File: config.mk
export PLATFORM = sky130hd
export DESIGN_NAME = tc_product_rescale
export DESIGN_NICKNAME = d
export VERILOG_FILES = /design/src/rtl/tc_product_rescale.sv
export SDC_FILE = /design/constraint.sdc
export NUM_CORES = 1
export LEC_CHECK = 0
export ABC_AREA = 1
export BUFFER_PORTS_ARGS = -buffer_cell sky130_fd_sc_hd__buf_4
export CORE_ASPECT_RATIO = 0.8
export CORE_UTILIZATION = 54
export CTS_CLUSTER_SIZE = 12
export DETAILED_ROUTE_END_ITERATION = 8
export PLACE_DENSITY = 0.81
export SETUP_SLACK_MARGIN = 0.05
export SLEW_MARGIN = 20
export SYNTH_ARGS = -nofsm -noshare
export SYNTH_HDL_FRONTEND = slang
export SYNTH_SLANG_ARGS = --single-unit
File: constraint.sdc
create_clock -name ap_clk -period 2.1 [get_ports ap_clk]
set_input_delay 0.42 -clock ap_clk [delete_from_list [all_inputs] [get_ports ap_clk]]
set_output_delay 0.42 -clock ap_clk [all_outputs]
set_load 0.03 [all_outputs]
File: src/rtl/tc_product_rescale.sv
// Rescales the signed multiplier product by an arithmetic right shift, saturates it
// into OUT_WIDTH, and counts overflows. TC_PRODUCT_RESCALE_ROUND_EN selects round-half-up.
module tc_product_rescale #(
  parameter int IN_WIDTH  = 32,
  parameter int SHIFT     = 14,
  parameter int OUT_WIDTH = 16,
  parameter int CNT_WIDTH = 16
) (
  input  logic                        ap_clk,
  input  logic                        ap_rst,
  input  logic signed [IN_WIDTH-1:0]  in_data,
  input  logic                        in_valid,
  output logic                        in_ready,
  output logic signed [OUT_WIDTH-1:0] out_data,
  output logic                        out_valid,
  input  logic                        out_ready,
  output logic                        out_ovf,
  output logic [CNT_WIDTH-1:0]        ovf_count
);

`ifdef TC_PRODUCT_RESCALE_ROUND_EN
  localparam int S1W = IN_WIDTH + 1;
  localparam logic signed [S1W-1:0] RND_V = S1W'(1'b1) << (SHIFT - 1);
`else
  localparam int S1W = IN_WIDTH;
`endif

  localparam logic signed [S1W-1:0] MAX_V = {{(S1W-OUT_WIDTH+1){1'b0}}, {(OUT_WIDTH-1){1'b1}}};
  localparam logic signed [S1W-1:0] MIN_V = {{(S1W-OUT_WIDTH+1){1'b1}}, {(OUT_WIDTH-1){1'b0}}};

  logic                        s1_valid_q, s1_valid_d;
  logic signed [S1W-1:0]       s1_data_q, s1_data_d;
  logic                        s2_valid_q, s2_valid_d;
  logic signed [OUT_WIDTH-1:0] s2_data_q, s2_data_d;
  logic                        s2_ovf_q, s2_ovf_d;
  logic [CNT_WIDTH-1:0]        cnt_q, cnt_d;

  logic                        s1_load_s, s2_load_s;
  logic signed [S1W-1:0]       s1_in_s, shift_s;
  logic signed [OUT_WIDTH-1:0] sat_s;
  logic                        sat_ovf_s;

  // Next-state logic for both pipeline stages and the overflow counter.
  always_comb begin
    s2_load_s = !s2_valid_q || out_ready;
    s1_load_s = !s1_valid_q || s2_load_s;

`ifdef TC_PRODUCT_RESCALE_ROUND_EN
    s1_in_s = S1W'(in_data) + RND_V;
`else
    s1_in_s = S1W'(in_data);
`endif

    shift_s = s1_data_q >>> SHIFT;
    if (shift_s > MAX_V) begin
      sat_s     = MAX_V[OUT_WIDTH-1:0];
      sat_ovf_s = 1'b1;
    end else if (shift_s < MIN_V) begin
      sat_s     = MIN_V[OUT_WIDTH-1:0];
      sat_ovf_s = 1'b1;
    end else begin
      sat_s     = shift_s[OUT_WIDTH-1:0];
      sat_ovf_s = 1'b0;
    end

    if (s1_load_s) begin
      s1_valid_d = in_valid;
      s1_data_d  = s1_in_s;
    end else begin
      s1_valid_d = s1_valid_q;
      s1_data_d  = s1_data_q;
    end

    if (s2_load_s) begin
      s2_valid_d = s1_valid_q;
      s2_data_d  = sat_s;
      s2_ovf_d   = sat_ovf_s;
    end else begin
      s2_valid_d = s2_valid_q;
      s2_data_d  = s2_data_q;
      s2_ovf_d   = s2_ovf_q;
    end

    // Counter sticks at all-ones rather than wrapping.
    if (s2_valid_q && out_ready && s2_ovf_q && (cnt_q != {CNT_WIDTH{1'b1}})) begin
      cnt_d = cnt_q + CNT_WIDTH'(1'b1);
    end else begin
      cnt_d = cnt_q;
    end
  end

  // State registers with synchronous reset; reset drops any in-flight data.
  always_ff @(posedge ap_clk) begin
    if (ap_rst) begin
      s1_valid_q <= 1'b0;
      s1_data_q  <= '0;
      s2_valid_q <= 1'b0;
      s2_data_q  <= '0;
      s2_ovf_q   <= 1'b0;
      cnt_q      <= '0;
    end else begin
      s1_valid_q <= s1_valid_d;
      s1_data_q  <= s1_data_d;
      s2_valid_q <= s2_valid_d;
      s2_data_q  <= s2_data_d;
      s2_ovf_q   <= s2_ovf_d;
      cnt_q      <= cnt_d;
    end
  end

  assign in_ready  = s1_load_s;
  assign out_valid = s2_valid_q;
  assign out_data  = s2_data_q;
  assign out_ovf   = s2_ovf_q;
  assign ovf_count = cnt_q;

endmodule

# After elaboration in Yosys (flattened, before gate mapping)
# Index checks and enable logic that the tools add are counted.
# word_totals
reg_bits	67
elab_cells	21
out_inout_bits	35
input_bits	36
# classes
n_mux	4
n_reduce_logical	7
eq_ne	1
magnitude_cmp	2
add_sub_neg	1
# op_table
cell	count
$mux W16	2
$gt A18 B16 Y1 const B	1
$lt A18 B16 Y1 const B	1
$add A16 B1 Y16 const B	1
$ne A16 B16 Y1 const B	1
$logic_and A1 B1 Y1	3
$logic_not A1 Y1	2
$logic_or A1 B1 Y1	2
$mux W1	2

# Depth between registers and ports, before layout
# logic_depth
word_depth	3
ltp_mapped	9
depth_no_buf	9

# Worst setup path after synthesis
# OpenSTA, ideal clock, no wires.
# synth_path
path_type	reg2reg
startpoint	register cnt_q[0] (netlist: ovf_count[0])
endpoint	register cnt_q[2] (netlist: ovf_count[2])
t_arrival_ps	1573
setup_time_ps	131
period_less_slack_ps	1703
n_path_buf	1
path_stages_with_launch	10
path_slack_ps	397
t_required_ps	1969
cell_sequence	dfxtp_1 -> ha_1 -> nand3_2 -> inv_1 -> nand3_2 -> nand2_2 -> nand2_2 -> buf_6 -> nand2_1 -> a21oi_2
# synth_via
elab_chain_cells	2
word_cells_on_any_way	3
cone_classes	add/sub: 1; eq/ne: 1; reduce/logical: 1
# synth_lines
element	line	rtl
from (decl)	36	logic [CNT_WIDTH-1:0] cnt_q, cnt_d;
from (signal assigned)	107	cnt_q <= cnt_d;
parallel branches: the longest is 2 deep, another holds $add A16 B1 Y16	--	
# Parallel ways; which one is timed is not known.
# A chain may end at the register's enable or synchronous reset.

# Worst setup path in the final report
# layout_path
startpoint	register s2_valid_q (netlist: out_valid)
endpoint	output in_ready
# layout_via
elab_chain_cells	3
# layout_lines
element	line	rtl
from (decl)	33	logic s2_valid_q, s2_valid_d;
from (signal assigned)	104	s2_valid_q <= s2_valid_d;
$logic_not A1 Y1	45	s2_load_s = !s2_valid_q || out_ready;
$logic_or A1 B1 Y1	45	
$logic_or A1 B1 Y1	46	s1_load_s = !s1_valid_q || s2_load_s;
to (decl)	13	output logic in_ready,
# Every way passes these cells.

==> results.py <==
metrics = {
    "outcome": {
        "status": "complete, no violations",
    },
    "detailed_routing": {
        "wl_um": 5655,
        "vias_per_cell": 5.399,
        "routedWlPerCell_um": 13.18,
        "drt_iter0_drc": 199,
        "route.detailed.drc": 0,
        "num_vias": 2316,
        "postRouteAntennaNets": 0,
        "first_pass_iters": 5,
    },
    "clock_tree": {
        "numCtsBuffers": 5,
        "clockBufferDepth": 2,
        "clk_latency_ps": 300,
        "clock_sinks": 53,
        "path_clk_slew_ps": 90,
        "postCtsHoldBufs": 0,
        "root_buffer": "clkbuf_8",
        "post_cts.repair.setup_buffers": 0,
        "cts_tree": "yes",
        "cts_resized": 0,
        "htreeDepth": 2,
    },
    "grt": {
        "grt_first_pass_wirelength_um": 9377,
        "gr-total-overflow": 0,
        "met2_usage_pct": 42.47,
        "top_usage_layer": "met2",
        "grt_usage_pct": 27.28,
        "use_met1_pct": 39.36,
        "grt_pass1_vias": 1978,
        "grt_max_degree": 35,
        "grt.met3_usage_pct": 5.150,
        "antenna_found_initial": 0,
    },
    "pwr": {
        "peakVddDrop_uv": 532.7,
        "totalPowerFinal_mw": 2.061,
        "power_density_nw_per_um2": 713.9,
        "p_leak_nw": 1.230,
    },
    "timing": {
        "period_needed_ps": 1668,
        "grt_setup_unrepaired": "false",
        "fmax_mhz": 599.4,
        "finalMaxSlewViolations": 0,
        "final.period_utilization_pct": 79.45,
        "setup_viol": 0,
        "worst_slew_pin_slew_ps": 518.9,
        "fin_tns_setup_ps": 0,
        "skew_ps": 8.358,
        "slew_headroom_pct": 65.37,
        "hold_viol": 0,
    },
    "worst_setup_path": {
        "cp-start-kind": "register",
        "reg2regPathDepth": 8,
        "crit_path_max_fanout": 8,
        "rrSetupSlack_ps": 460,
        "cp-end-kind": "primary output",
        "arrival_ps": 1250,
        "r2r_start": "ovf_count[1]",
        "critical_path.startpoint": "out_valid",
        "crit_type": "reg -> out",
        "cp-endpoint": "in_ready",
        "rr_endpoint": "ovf_count[1]",
        "required_ps": 1680,
    },
    "cells_and_area": {
        "layout-drive-gt1-share_pct": 21.66,
        "n_antenna_cell": 0,
        "area_growth_pct": 24.89,
        "final_common_cell": "nand2_1",
        "layout_common_cells": "nand2_1, buf_4, dfxtp_1, a21oi_1, nand3_1",
        "fin_nets": 410,
        "num-fill-cells": 338,
    },
    "floorplan": {
        "core_um2": 3954,
        "die_h_um": 60.53,
        "start_util_pct": 58.48,
        "core.rowCount": 20,
        "die-area_um2": 4549,
        "die_w_um": 75.16,
        "io_pins": 71,
    },
    "logic_synthesis": {
        "avgSynthCellArea_um2": 7.226,
        "synth_top_area_share_pct": 45.89,
        "synthDistinctLibCells": 24,
        "synth.ff_latch_count": 53,
        "synth_fp_nets": 357,
        "synthesis.area_um2": 2312,
        "ys_seq_area_share_pct": 45.89,
        "synth_area_leaders": "dfxtp_1, nand2_1, a21oi_1",
        "yosysTopAreaCell": "dfxtp_1",
        "syn_inst": 320,
        "ys_warn_count": 0,
    },
    "placed_design": {
        "port_buffers": 56,
        "hpwl_um": 3812,
        "gp_congestion": 0.9195,
    },
    "min_path": {
        "hp-class": "in -> reg",
    },
    "job": {
        "cap_violations": 0,
    },
}
-- state kept, by name, summed over array words and instances, names as in the netlist --
name and flops:
out_data 16, out_ovf 1, s1_valid_q 1, s1_data_q 18, out_valid 1, ovf_count 16
-- worst min-delay path by stage --
| stage | cells past startpoint | slack (ps) | startpoint | endpoint |
|---|---|---|---|---|
| 2_1_floorplan | 2 | 440 | s1_data_q[14] | out_data[0] |
| 3_3_place_gp | 2 | 450 | s1_data_q[19] | out_data[5] |
| 3_5_place_dp | 2 | 450 | s1_data_q[18] | out_data[4] |
| 4_1_cts | 3 | 370 | in_data[28] | s1_data_q[28] |
| 5_1_grt | 3 | 370 | in_valid | s1_valid_q |
| 6_report | 3 | 360 | in_data[28] | s1_data_q[28] |
-- synth_stat cells --
cell      number
a211oi_1       1
a21oi_1       47
a21oi_2        1
buf_2          5
buf_6          2
clkbuf_1      10
clkbuf_2       1
dfxtp_1       53
ha_1           1
inv_1         20
nand2_1       79
nand2_2        4
nand3_1       32
nand3_2        2
nand4_1        4
nor2_1        24
nor2_2         2
nor3_1         2
nor3b_1        1
o21ai_0       21
o21ai_2        1
o221ai_1       1
xnor2_1        4
xor2_1         2
-- critical path, cell delays in order (launching register included) --
cell	delay [ps]
dfxtp_1	360
nand2_1	190
inv_1	130
nand2_1	90
buf_4	180
-- cells by family after synthesis --
kind of cell | after synthesis | synth area share (%)
AND/OR/NAND/NOR | 150 | 27.98
adder cells (fa/ha/maj) | 1 | 0.5410
AO/OA/AOI/OAI | 72 | 16.18
flip-flops | 53 | 45.89
XOR/XNOR | 6 | 2.273
buffers and inverters | 38 | 7.142
-- layer usage --
layer	wire, um	share of wire (%)	vias up
met1	2733	48	1058
met3	362	6.4	9
met5	0	0	-
met2	2495	44	91
li1	-	-	1158
met4	63	1.1	0
-- metrics by stage --
step	hold WS (ps)	instance area, um2	util [%]	std cells	worst slack [ps]
6_report	362.7	2888	73.04	429	431.6
3_3_place_gp	454.0	2771	70.09	421	509.3
4_1_cts	365.5	2888	73.04	429	446.7
2_1_floorplan	443.6	2312	-	320	396.8
3_5_place_dp	454.3	2771	70.09	421	461.7
5_1_grt	367.5	2888	73.04	429	297.5
-- power by group --
part           switching (mW)  total, mW  internal, mW
Clock                   0.321      0.710         0.389
Sequential             0.0294       1.09          1.06
Combinational           0.165      0.265         0.100
Total                   0.515       2.06          1.55
-- cell type report --
class | count | area (um2) | share of cell area (%)
timing repair buffer | 64 | 480.5 | 16.64
clock inverter | 1 | 30.03 | 1.040
clock buffer | 7 | 86.33 | 2.990
inverter | 20 | 75.07 | 2.600
tap | 55 | 68.82 | 2.383
sequential | 53 | 1061 | 36.74
multi-input combinational | 229 | 1086 | 37.61
(Power assumes the default switching activity.)
